$ cat config.mk
export PLATFORM = sky130hd
export DESIGN_NAME = scheduler_mc_flat
export DESIGN_NICKNAME = d
export VERILOG_FILES = /design/src/rtl/scheduler_mc_if.sv /design/src/rtl/scheduler_mc.sv /design/src/flat_wrapper.sv
export SDC_FILE = /design/constraint.sdc
export NUM_CORES = 1
export LEC_CHECK = 0
export ABC_AREA = 1
export CAP_MARGIN = 25
export CELL_PAD_IN_SITES_DETAIL_PLACEMENT = 0
export CELL_PAD_IN_SITES_GLOBAL_PLACEMENT = 1
export CORE_AREA = 2 2 217 219
export DETAILED_ROUTE_END_ITERATION = 10
export DIE_AREA = 0 0 219 221
export DONT_BUFFER_PORTS = 1
export PLACE_DENSITY = 0.72
export SLEW_MARGIN = 20
export SYNTH_ARGS = -nofsm -noshare
export SYNTH_HDL_FRONTEND = slang
export SYNTH_SLANG_ARGS = --single-unit
$ cat constraint.sdc
create_clock -name clk -period 13.3 [get_ports clk]
set_clock_uncertainty 0.15 [all_clocks]
set_input_delay 2.66 -clock clk [delete_from_list [all_inputs] [get_ports clk]]
set_output_delay 2.66 -clock clk [all_outputs]
set_load 0.1 [all_outputs]
$ cat src/rtl/scheduler_mc_if.sv
// Handshake bundle between the scheduler, its memory-return channels, the waiting queue
// and the execution/organisation side.
interface scheduler_mc_if #(
    parameter int unsigned NCH    = 2,
    parameter int unsigned TID_W  = 4,
    parameter int unsigned DATA_W = 32
);
    logic                    halt;
    logic [NCH-1:0]          ret_valid;
    logic [NCH*TID_W-1:0]    ret_id;
    logic [NCH*DATA_W-1:0]   ret_data;
    logic                    ret_ready;
    logic [TID_W:0]          wait_count;
    logic [TID_W-1:0]        wait_id;
    logic                    wait_pop;
    logic                    issue_valid;
    logic [TID_W-1:0]        issue_id;
    logic                    issue_is_data;
    logic                    operate;
    logic                    deliver_valid;
    logic [TID_W-1:0]        deliver_id;
    logic [DATA_W-1:0]       deliver_data;
    logic                    ovf_err;

    modport master (
        output halt, ret_valid, ret_id, ret_data, wait_count, wait_id,
        input  ret_ready, wait_pop, issue_valid, issue_id, issue_is_data, operate,
               deliver_valid, deliver_id, deliver_data, ovf_err
    );

    modport slave (
        input  halt, ret_valid, ret_id, ret_data, wait_count, wait_id,
        output ret_ready, wait_pop, issue_valid, issue_id, issue_is_data, operate,
               deliver_valid, deliver_id, deliver_data, ovf_err
    );
endinterface

$ cat src/rtl/scheduler_mc.sv
// Thread issue scheduler: buffers multi-channel memory returns in a FIFO, interleaves them
// with waiting-queue threads, and bounds waiting-thread starvation.
module scheduler_mc #(
    parameter int unsigned NCH        = 2,
    parameter int unsigned TID_W      = 4,
    parameter int unsigned DATA_W     = 32,
    parameter int unsigned DLY        = 1,
    parameter int unsigned RQ_DEPTH   = 8,
    parameter int unsigned STARVE_MAX = 4
) (
    input logic           clk,
    input logic           rst,
    scheduler_mc_if.slave bus
);
    localparam int unsigned PW = $clog2(RQ_DEPTH);
    localparam int unsigned CW = PW + 1;
    localparam int unsigned SW = $clog2(STARVE_MAX + 1);

    typedef enum logic [1:0] {SelIdle, SelForce, SelData, SelWait} sel_e;

    logic [TID_W-1:0]  rq_id   [RQ_DEPTH];
    logic [DATA_W-1:0] rq_data [RQ_DEPTH];
    logic [PW-1:0]     rd_ptr_q, rd_ptr_d, wr_ptr_q, wr_ptr_d;
    logic [CW-1:0]     count_q, count_d, n_acc;
    logic [SW-1:0]     starve_q, starve_d;
    logic              rst_q;
    logic              ovf_q;
    logic              accept, can_wait, pop;
    logic [NCH-1:0]    wr_en;
    logic [PW-1:0]     wr_addr [NCH];
    sel_e              sel;

    logic              issue_valid_q, issue_valid_d;
    logic              issue_is_data_q, issue_is_data_d;
    logic [TID_W-1:0]  issue_id_q, issue_id_d;
    logic [DATA_W-1:0] issue_data_q, issue_data_d;

    logic              pipe_op   [DLY];
    logic              pipe_dv   [DLY];
    logic [TID_W-1:0]  pipe_id   [DLY];
    logic [DATA_W-1:0] pipe_data [DLY];

    assign bus.ret_ready = (CW'(RQ_DEPTH) - count_q) >= CW'(NCH);
    assign accept        = bus.ret_ready && !rst;

    // Accepted channels pack densely after wr_ptr in ascending channel order.
    always_comb begin
        n_acc = '0;
        for (int i = 0; i < NCH; i++) begin
            wr_en[i]   = accept && bus.ret_valid[i];
            wr_addr[i] = wr_ptr_q + PW'(n_acc);
            if (wr_en[i]) n_acc = n_acc + CW'(1);
        end
    end

    // rst_q holds off waiting-thread issue for the first cycle after reset.
    assign can_wait = !rst && !rst_q && (bus.wait_count != '0) && !bus.halt;

    always_comb begin
        sel = SelIdle;
        if (can_wait && starve_q == SW'(STARVE_MAX)) sel = SelForce;
        else if (count_q != '0)                       sel = SelData;
        else if (can_wait)                            sel = SelWait;
    end

    assign pop          = (sel == SelData);
    assign bus.wait_pop = (sel == SelForce) || (sel == SelWait);

    always_comb begin
        issue_valid_d   = 1'b0;
        issue_is_data_d = 1'b0;
        issue_id_d      = '0;
        issue_data_d    = '0;
        starve_d        = '0;
        unique case (sel)
            SelForce, SelWait: begin
                issue_valid_d = 1'b1;
                issue_id_d    = bus.wait_id;
            end
            SelData: begin
                issue_valid_d   = 1'b1;
                issue_is_data_d = 1'b1;
                issue_id_d      = rq_id[rd_ptr_q];
                issue_data_d    = rq_data[rd_ptr_q];
                starve_d        = (starve_q == SW'(STARVE_MAX)) ? starve_q : starve_q + SW'(1);
            end
            default: ;
        endcase
    end

    assign rd_ptr_d = rd_ptr_q + PW'(pop);
    assign wr_ptr_d = wr_ptr_q + PW'(n_acc);
    assign count_d  = count_q + n_acc - CW'(pop);

    always_ff @(posedge clk) begin
        for (int i = 0; i < NCH; i++) begin
            if (wr_en[i]) begin
                rq_id[wr_addr[i]]   <= bus.ret_id[i*TID_W +: TID_W];
                rq_data[wr_addr[i]] <= bus.ret_data[i*DATA_W +: DATA_W];
            end
        end
    end

    always_ff @(posedge clk) begin
        if (rst) begin
            rd_ptr_q        <= '0;
            wr_ptr_q        <= '0;
            count_q         <= '0;
            starve_q        <= '0;
            rst_q           <= 1'b1;
            ovf_q           <= 1'b0;
            issue_valid_q   <= 1'b0;
            issue_is_data_q <= 1'b0;
            issue_id_q      <= '0;
            issue_data_q    <= '0;
        end else begin
            rd_ptr_q        <= rd_ptr_d;
            wr_ptr_q        <= wr_ptr_d;
            count_q         <= count_d;
            starve_q        <= starve_d;
            rst_q           <= 1'b0;
            if (!bus.ret_ready && (bus.ret_valid != '0)) ovf_q <= 1'b1;
            issue_valid_q   <= issue_valid_d;
            issue_is_data_q <= issue_is_data_d;
            issue_id_q      <= issue_id_d;
            issue_data_q    <= issue_data_d;
        end
    end

    // Delivery pipe; id/data are zeroed for non-data issues.
    always_ff @(posedge clk) begin
        if (rst) begin
            for (int k = 0; k < DLY; k++) begin
                pipe_op[k]   <= 1'b0;
                pipe_dv[k]   <= 1'b0;
                pipe_id[k]   <= '0;
                pipe_data[k] <= '0;
            end
        end else begin
            pipe_op[0]   <= issue_valid_q;
            pipe_dv[0]   <= issue_valid_q && issue_is_data_q;
            pipe_id[0]   <= issue_is_data_q ? issue_id_q : '0;
            pipe_data[0] <= issue_data_q;
            for (int k = 1; k < DLY; k++) begin
                pipe_op[k]   <= pipe_op[k-1];
                pipe_dv[k]   <= pipe_dv[k-1];
                pipe_id[k]   <= pipe_id[k-1];
                pipe_data[k] <= pipe_data[k-1];
            end
        end
    end

    assign bus.issue_valid   = issue_valid_q;
    assign bus.issue_id      = issue_id_q;
    assign bus.issue_is_data = issue_is_data_q;
    assign bus.operate       = pipe_op[DLY-1];
    assign bus.deliver_valid = pipe_dv[DLY-1];
    assign bus.deliver_id    = pipe_id[DLY-1];
    assign bus.deliver_data  = pipe_data[DLY-1];
    assign bus.ovf_err       = ovf_q;
endmodule
$ cat src/flat_wrapper.sv
// flat-port wrapper written by rule: the top's interface ports become plain ports
module scheduler_mc_flat 
#(
    parameter int unsigned NCH        = 2,
    parameter int unsigned TID_W      = 4,
    parameter int unsigned DATA_W     = 32,
    parameter int unsigned DLY        = 1,
    parameter int unsigned RQ_DEPTH   = 8,
    parameter int unsigned STARVE_MAX = 4
)
  (clk, rst, bus_halt, bus_ret_valid, bus_ret_id, bus_ret_data, bus_wait_count, bus_wait_id, bus_ret_ready, bus_wait_pop, bus_issue_valid, bus_issue_id, bus_issue_is_data, bus_operate, bus_deliver_valid, bus_deliver_id, bus_deliver_data, bus_ovf_err);
  scheduler_mc_if #(.NCH(NCH), .TID_W(TID_W), .DATA_W(DATA_W)) bus_i ();
  input logic clk;
  input logic rst;
  input wire logic [$bits(bus_i.halt)-1:0] bus_halt;
  input wire logic [$bits(bus_i.ret_valid)-1:0] bus_ret_valid;
  input wire logic [$bits(bus_i.ret_id)-1:0] bus_ret_id;
  input wire logic [$bits(bus_i.ret_data)-1:0] bus_ret_data;
  input wire logic [$bits(bus_i.wait_count)-1:0] bus_wait_count;
  input wire logic [$bits(bus_i.wait_id)-1:0] bus_wait_id;
  output wire logic [$bits(bus_i.ret_ready)-1:0] bus_ret_ready;
  output wire logic [$bits(bus_i.wait_pop)-1:0] bus_wait_pop;
  output wire logic [$bits(bus_i.issue_valid)-1:0] bus_issue_valid;
  output wire logic [$bits(bus_i.issue_id)-1:0] bus_issue_id;
  output wire logic [$bits(bus_i.issue_is_data)-1:0] bus_issue_is_data;
  output wire logic [$bits(bus_i.operate)-1:0] bus_operate;
  output wire logic [$bits(bus_i.deliver_valid)-1:0] bus_deliver_valid;
  output wire logic [$bits(bus_i.deliver_id)-1:0] bus_deliver_id;
  output wire logic [$bits(bus_i.deliver_data)-1:0] bus_deliver_data;
  output wire logic [$bits(bus_i.ovf_err)-1:0] bus_ovf_err;
  assign bus_i.halt = bus_halt;
  assign bus_i.ret_valid = bus_ret_valid;
  assign bus_i.ret_id = bus_ret_id;
  assign bus_i.ret_data = bus_ret_data;
  assign bus_i.wait_count = bus_wait_count;
  assign bus_i.wait_id = bus_wait_id;
  assign bus_ret_ready = bus_i.ret_ready;
  assign bus_wait_pop = bus_i.wait_pop;
  assign bus_issue_valid = bus_i.issue_valid;
  assign bus_issue_id = bus_i.issue_id;
  assign bus_issue_is_data = bus_i.issue_is_data;
  assign bus_operate = bus_i.operate;
  assign bus_deliver_valid = bus_i.deliver_valid;
  assign bus_deliver_id = bus_i.deliver_id;
  assign bus_deliver_data = bus_i.deliver_data;
  assign bus_ovf_err = bus_i.ovf_err;
  scheduler_mc #(.NCH(NCH), .TID_W(TID_W), .DATA_W(DATA_W), .DLY(DLY), .RQ_DEPTH(RQ_DEPTH), .STARVE_MAX(STARVE_MAX)) u_core (.clk(clk), .rst(rst), .bus(bus_i));
endmodule
==> After elaboration in Yosys (flattened, before gate mapping) <==
Memories as Yosys holds them, arrays and structs flattened. A register that Yosys moved wholly into a read port is not among the register bits.
Cells that the tools add are included.
{ "totals": {"ff_bits": 21, "ramBits": 326, "output_inout_bits": 47, "wordCells": 78, "memories": 6} }
{ "memory_table": {"columns": ["name", "words", "word_bits", "rd", "rd_clocked_by_memory_dff", "wr", "line", "rtl"], "rows": [
  ["u_core.rq_data", 8, 32, 1, 1, 2, "scheduler_mc.sv:22", "logic [DATA_W-1:0] rq_data [RQ_DEPTH];"],
  ["u_core.pipe_data", 1, 32, 1, 0, 1, "scheduler_mc.sv:41", "logic [DATA_W-1:0] pipe_data [DLY];"],
  ["u_core.rq_id", 8, 4, 1, 1, 2, "scheduler_mc.sv:21", "logic [TID_W-1:0] rq_id [RQ_DEPTH];"],
  ["u_core.pipe_id", 1, 4, 1, 0, 1, "scheduler_mc.sv:40", "logic [TID_W-1:0] pipe_id [DLY];"],
  ["u_core.pipe_dv", 1, 1, 1, 0, 1, "scheduler_mc.sv:39", "logic pipe_dv [DLY];"],
  ["u_core.pipe_op", 1, 1, 1, 0, 1, "scheduler_mc.sv:38", "logic pipe_op [DLY];"]
]} }
{ "op_classes": {"add_sub_neg": 8, "n_lt_le_gt_ge": 1, "eq_ne": 4, "muxes": 25, "bitwise": 1, "reduce_logical": 24} }
{ "op_table": {"columns": ["cell", "n"], "rows": [
  ["32-bit 2-to-1 mux", 1],
  ["32-bit OR reduction", 1],
  ["1-bit 2-to-1 mux", 16],
  ["4-bit 2-to-1 mux", 3],
  ["1-bit logical AND", 9],
  ["4-bit case mux with 2 select lines", 1],
  ["3-bit by 1-bit adder with 3-bit output", 2],
  ["2-bit 2-to-1 mux", 3],
  ["5-bit nonzero test", 1],
  ["4-bit adder", 1],
  ["2-bit equality test (second input constant)", 2],
  ["4-bit by 2-bit >= comparator with 1-bit output (second input constant)", 1],
  ["1-bit logical NOT", 4],
  ["4-bit nonzero test", 1],
  ["2-bit OR reduction", 2],
  ["4-bit OR reduction", 1],
  ["4-bit by 1-bit subtractor with 4-bit output", 1],
  ["4-bit subtractor (first input constant)", 1],
  ["3-bit by 1-bit adder with 3-bit output (second input constant)", 1],
  ["3-bit adder", 1],
  ["3-bit equality test (second input constant)", 1],
  ["3-bit 2-to-1 mux", 1],
  ["3-bit OR reduction", 1],
  ["1-bit by 1-bit adder with 2-bit output (second input constant)", 1],
  ["5 further kinds", 6]
]} }

==> Logic depth before layout (Yosys ltp) <==
{ "depth": {"depth_word": 10, "ltp_mapped": 21} }

==> Worst setup path after synthesis <==
No wires, ideal clock.
{ "synth_path": {"path_type": "input -> output", "startpoint": "input port rst", "endpoint": "output port bus_wait_pop", "t_arrival_ns": 4.572, "path_slack_ns": 5.918, "stages": 3, "path_buffers": 0, "path_cell_list": "nor3_1 nand2_1 a21oi_1"} }
{ "synth_between": {"elab_chain_len": 9, "word_cells_on_any_way": 11, "cone_classes": "2 x eq/ne; 3 x mux; 6 x reduce/logical"} }
{ "synth_rtl": {"columns": ["item", "line", "rtl"], "rows": [
  ["from (decl)", "flat_wrapper.sv:14", "input logic rst;"],
  ["1-bit logical NOT (*)", "scheduler_mc.sv:57", "assign can_wait = !rst && !rst_q && (bus.wait_count != '0) && !bus.halt;"],
  ["1-bit logical AND (*) (3 in series)", "scheduler_mc.sv:57", null],
  ["2-bit 2-to-1 mux", "scheduler_mc.sv:63", "else if (can_wait) sel = SelWait;"],
  ["2-bit 2-to-1 mux", "scheduler_mc.sv:62", "else if (count_q != '0) sel = SelData;"],
  ["2-bit 2-to-1 mux (*)", "scheduler_mc.sv:61", "if (can_wait && starve_q == SW'(STARVE_MAX)) sel = SelForce;"],
  ["2-bit by 1-bit equality test with 1-bit output / 2-bit equality test (equally long branches)", "scheduler_mc.sv:67", "assign bus.wait_pop = (sel == SelForce) || (sel == SelWait);"],
  ["1-bit logical OR (*)", "scheduler_mc.sv:67", null],
  ["to (decl)", "flat_wrapper.sv:22", "output wire logic [$bits(bus_i.wait_pop)-1:0] bus_wait_pop;"]
]} }
Mark *: on every way between the ends. The rest lies on a longest branch, timed or not.

==> flow_summary.html <==
<table>
<tr><th>Metric</th><th>Value</th></tr>
<tr><th colspan="2">Worst setup path</th></tr>
<tr><td>Critical path launch point type</td><td>primary input</td></tr>
<tr><td>Kind of cell adding the most delay to the critical path</td><td>buffers and inverters</td></tr>
<tr><td>Signal arrival time at the worst endpoint</td><td>roughly 6.4 ns</td></tr>
<tr><td>CP cell instances</td><td>clkinv_1 &gt; nand3_1 &gt; inv_1 &gt; ha_1 &gt; ha_1 &gt; inv_1 &gt; nand3_1 &gt; nor2_1 &gt; nand4_2 &gt; buf_4 &gt; o21ai_4 &gt; buf_4</td></tr>
<tr><td>Endpoint type of the worst setup path</td><td>flop</td></tr>
<tr><td>Crit Path Category</td><td>primary input to flop</td></tr>
<tr><td>Required arrival time at the worst endpoint</td><td>about 13 ns</td></tr>
<tr><td>Count of buffering cells on the critical path with inverters included</td><td>5</td></tr>
<tr><td>Largest fanout of any net on the critical path</td><td>between 40 and 50</td></tr>
<tr><td>Worst path slowest cell</td><td>nand3_1</td></tr>
<tr><td>Max incr delay on CP</td><td>0.89 ns</td></tr>
<tr><th colspan="2">Drt</th></tr>
<tr><td>Total length of routed wires</td><td>~53,000 microns</td></tr>
<tr><td>Length of the first detailed-routing pass in iterations</td><td>5</td></tr>
<tr><td>Via-to-Cell Ratio</td><td>5.18</td></tr>
<tr><td>DRC viols</td><td>0</td></tr>
<tr><td>Detailed-route wire length per cell</td><td>a little under 20 microns</td></tr>
<tr><td>Vias after detailed routing</td><td>about 14,000</td></tr>
<tr><td>Violation count after the first detailed-route iteration</td><td>1,274</td></tr>
<tr><td>Post-detailed-route count of antenna-violating nets</td><td>0</td></tr>
<tr><th colspan="2">CTS</th></tr>
<tr><td>Post_cts resized</td><td>0</td></tr>
<tr><td>Number of buffers added to fix hold violations after cts</td><td>0</td></tr>
<tr><td>Cell at the root of the clock tree</td><td>clkbuf_16</td></tr>
<tr><td>CTS tree</td><td>built</td></tr>
<tr><td>Clock-pin slew on the worst setup and hold paths</td><td>roughly 0.06 ns</td></tr>
<tr><td>Number of sinks handled by clock tree synthesis</td><td>~380</td></tr>
<tr><td>H-tree levels</td><td>2</td></tr>
<tr><td>Clock Tree Buf Depth</td><td>3</td></tr>
<tr><td>Insertion delay of the later-clocked pin in the worst-skew pair</td><td>approximately 0.56 ns</td></tr>
<tr><td>Post-CTS setup-driven buffer insertion count</td><td>0</td></tr>
<tr><td>Total clock buffers created by CTS</td><td>between 40 and 50</td></tr>
<tr><th colspan="2">Layout</th></tr>
<tr><td>Fill cell total of the finished layout</td><td>about 4,600</td></tr>
<tr><td>Nets@finish</td><td>around 2,200</td></tr>
<tr><td>Fraction of layout instances using a drive strength above 1</td><td>0.0643</td></tr>
<tr><td>Area growth from synthesis to layout</td><td>9.61%</td></tr>
<tr><td>Antenna diode count</td><td>0</td></tr>
<tr><td>End-of-flow core utilization</td><td>0.433</td></tr>
<tr><td>Filler-free cell count of the finished design</td><td>around 2,700</td></tr>
<tr><th colspan="2">Power and ir drop</th></tr>
<tr><td>Combinational power share</td><td>0.273</td></tr>
<tr><td>Proportion of power drawn by the clock network</td><td>0.302</td></tr>
<tr><td>Pwr dens</td><td>around 210 mW/mm^2</td></tr>
<tr><td>Cell Int Power</td><td>between 2 and 3 mW</td></tr>
<tr><td>Relative contribution of sequential cells to total power</td><td>0.425</td></tr>
<tr><td>Switching power total</td><td>roughly 1.6 mW</td></tr>
<tr><td>Switching power as a share of total power</td><td>0.376</td></tr>
<tr><td>Static leakage power</td><td>8.28 nW</td></tr>
<tr><td>Worst supply voltage drop on vdd</td><td>~95 uV</td></tr>
<tr><th colspan="2">Die</th></tr>
<tr><td>Placeable core area</td><td>approximately 0.046 sq mm</td></tr>
<tr><td>Initial core utilization</td><td>0.395</td></tr>
<tr><td>Area enclosed by the die boundary</td><td>between 0.04 and 0.05 sq mm</td></tr>
<tr><td>Die extent in y</td><td>about 220 microns</td></tr>
<tr><td>IO Pins</td><td>133</td></tr>
<tr><td>Width of the die</td><td>~220 microns</td></tr>
<tr><td>Site row count</td><td>about 80</td></tr>
<tr><th colspan="2">STA</th></tr>
<tr><td>Crit path time final</td><td>about 6.3 ns</td></tr>
<tr><td>Slew Limit Fails</td><td>0</td></tr>
<tr><td>Count of endpoints failing hold in the final timing report</td><td>0</td></tr>
<tr><td>Worst slack on hold paths</td><td>0.243 ns</td></tr>
<tr><td>F_max</td><td>roughly 160 MHz</td></tr>
<tr><td>Actual slew at the worst max-slew pin</td><td>roughly 1.0 ns</td></tr>
<tr><td>Post-route setup TNS</td><td>0 ns</td></tr>
<tr><td>Post-route fraction of the period consumed by the critical path</td><td>0.471</td></tr>
<tr><td>Slew headroom</td><td>0.318</td></tr>
<tr><td>Final setup violation count</td><td>0</td></tr>
<tr><td>RSZ-0062 raised after global routing</td><td>no</td></tr>
<tr><td>Post-layout worst setup margin</td><td>slightly above 7 ns</td></tr>
<tr><th colspan="2">Logic synthesis</th></tr>
<tr><td>Synthesized netlist cell count</td><td>roughly 2,200</td></tr>
<tr><td>Synthesis-stage register bit count</td><td>between 300 and 400</td></tr>
<tr><td>Synthesized area per cell</td><td>about 8.4 sq um</td></tr>
<tr><td>Prevailing post-synth register cell</td><td>edfxtp_1</td></tr>
<tr><td>Cell accounting for the most synthesized area</td><td>edfxtp_1</td></tr>
<tr><td>Cells taking the most area after synthesis</td><td>edfxtp_1, nand2_1, dfxtp_1</td></tr>
<tr><td>Commonest cells in the synthesized netlist</td><td>nand2_1, edfxtp_1, nor2_1</td></tr>
<tr><td>Total of warnings raised by yosys</td><td>0</td></tr>
<tr><td>Post-synth top area share</td><td>0.475</td></tr>
<tr><td>Synth unique cells</td><td>26</td></tr>
<tr><td>Post-synth net total</td><td>between 2,000 and 2,500</td></tr>
<tr><td>Post-synth design cell area</td><td>0.0182 sq mm</td></tr>
<tr><td>Number of flops mapped to enable cells by yosys</td><td>~290</td></tr>
<tr><td>Sequential fraction of the synthesis area</td><td>0.575</td></tr>
<tr><td>Cell with the most instances after synthesis</td><td>nand2_1</td></tr>
<tr><td>Proportion of register bits with asynchronous set or reset after synthesis</td><td>0</td></tr>
<tr><th colspan="2">GRT</th></tr>
<tr><td>Global-route wire length before repair</td><td>around 80,000 microns</td></tr>
<tr><td>Leftover overflow at the end of global routing</td><td>0</td></tr>
<tr><td>Number of global-route vias before repair</td><td>roughly 14,000</td></tr>
<tr><td>Total GRT Usage</td><td>0.222</td></tr>
<tr><td>Antenna violations before repair</td><td>0</td></tr>
<tr><td>Maximum number of pins on one net before global-route repair</td><td>91</td></tr>
<tr><th colspan="2">Run status</th></tr>
<tr><td>Outcome</td><td>finished, final reports clean</td></tr>
<tr><th colspan="2">Place</th></tr>
<tr><td>Count of buffers from port buffering</td><td>0</td></tr>
<tr><td>Post-placement worst setup slack</td><td>6.52 ns</td></tr>
<tr><td>Post-detailed-placement half-perimeter wirelength</td><td>between 30,000 and 40,000 microns</td></tr>
<tr><td>Routability congestion estimate from global placement</td><td>~0.82</td></tr>
<tr><td>Number of cells after detailed placement</td><td>approximately 2,600</td></tr>
<tr><th colspan="2">Min path</th></tr>
<tr><td>Tightest Hold Check Type</td><td>flop to flop</td></tr>
<tr><th colspan="2">Run</th></tr>
<tr><td>Maximum capacitance violations</td><td>0</td></tr>
</table>
[area by class of cell]
| type | instances | area [sq um] | share of cell area |
|---|---|---|---|
| well taps | 607 | 759 | 0.0381 |
| multi-input cells | 1510 | 6550 | 0.328 |
| clock inverters | 21 | 259 | 0.0130 |
| inverters | 86 | 325 | 0.0163 |
| clock buffers | 58 | 1220 | 0.0612 |
| flip-flops and latches | 379 | 10500 | 0.525 |
| repair buffers | 31 | 353 | 0.0177 |
[state kept, by name, summed over array words and instances (netlist names)]
register / count
u_core.wr_ptr_q: 3
u_core.count_q: 4
u_core.pipe_data: 32
u_core.bus.ovf_err: 1
u_core.starve_q: 3
u_core.pipe_id: 4
u_core.pipe_op: 1
u_core.rd_ptr_q: 3
u_core.rq_id: 32
u_core.issue_data_q: 32
u_core.rq_data: 256
u_core.bus.issue_is_data: 1
u_core.pipe_dv: 1
u_core.bus.issue_id: 4
u_core.rst_q: 1
u_core.bus.issue_valid: 1
[cells in the final DEF (no fill, tap or decap), types with 6 or more instances in the layout]
cell type    n
edfxtp_1   288
inv_1       82
o21ai_0    132
o21ai_4      8
a21oi_1     38
clkbuf_1     7
clkinv_2     7
nand2_1    995
nand3_1     33
dfxtp_1     88
clkbuf_16   46
ha_1        16
bufinv_16    6
nand4_2      8
nor2_1     192
o22ai_1     64
buf_4       24
nor2_4       8
[metrics by stage]
stage	power, mW	cell area [sq um]
6_report	4.14	19900
3_5_place_dp	2.91	18400
3_3_place_gp	2.88	18300
5_1_grt	4.37	19900
2_1_floorplan	2.60	18200
4_1_cts	4.17	19900
[kinds of logic (layout without fill, tap and decap cells)]
family | count (synthesis) | in the layout | share of synthesized area
buf+inv | 273 | 196 | 0.0698
flops | 379 | 379 | 0.575
simple gates | 1242 | 1242 | 0.267
xor+xnor | 4 | 4 | 0.00193
compound gates | 246 | 246 | 0.0725
fa+ha+maj | 18 | 18 | 0.0132
[power by group through the flow]
stage,Combinational [mW],Sequential [mW],Clock [mW]
after floorplan,0.853,1.75,0
after global placement,1.10,1.78,0
after detailed placement,1.13,1.78,0
after CTS,1.13,1.76,1.27
after global routing,1.28,1.78,1.31
final,1.13,1.76,1.25
[metal layers]
metal / GRT usage / share of wire / up-vias
met3: 0.0313 / 0.062 / 93
li1: - / - / 6715
met2: 0.385 / 0.49 / 477
met5: 0 / 0 / -
met1: 0.283 / 0.42 / 6670
met4: 0.0748 / 0.028 / 0
[worst min-delay path: cells and delay by family, from the launching register on]
family	cells	cell delay (ns)
flops	1	0.29
buf+inv	1	0.04
simple gates	1	0.03
[final timing paths]
check | from | end | slack, ns | cells after the start
max | rst | u_core.rq_data[5][14]$_DFFE_PP_ | 7.04 | 12
min | u_core.issue_data_q[0]$_SDFF_PP0_ | u_core.pipe_data[0][0]$_SDFF_PP0_ | 0.24 | 2
max reg2reg | u_core.count_q[0]$_SDFF_PP0_ | u_core.rq_data[5][14]$_DFFE_PP_ | 7.70 | 17
min reg2reg | u_core.issue_data_q[0]$_SDFF_PP0_ | u_core.pipe_data[0][0]$_SDFF_PP0_ | 0.24 | 2
No activity file was read; power rests on OpenSTA's default activity.
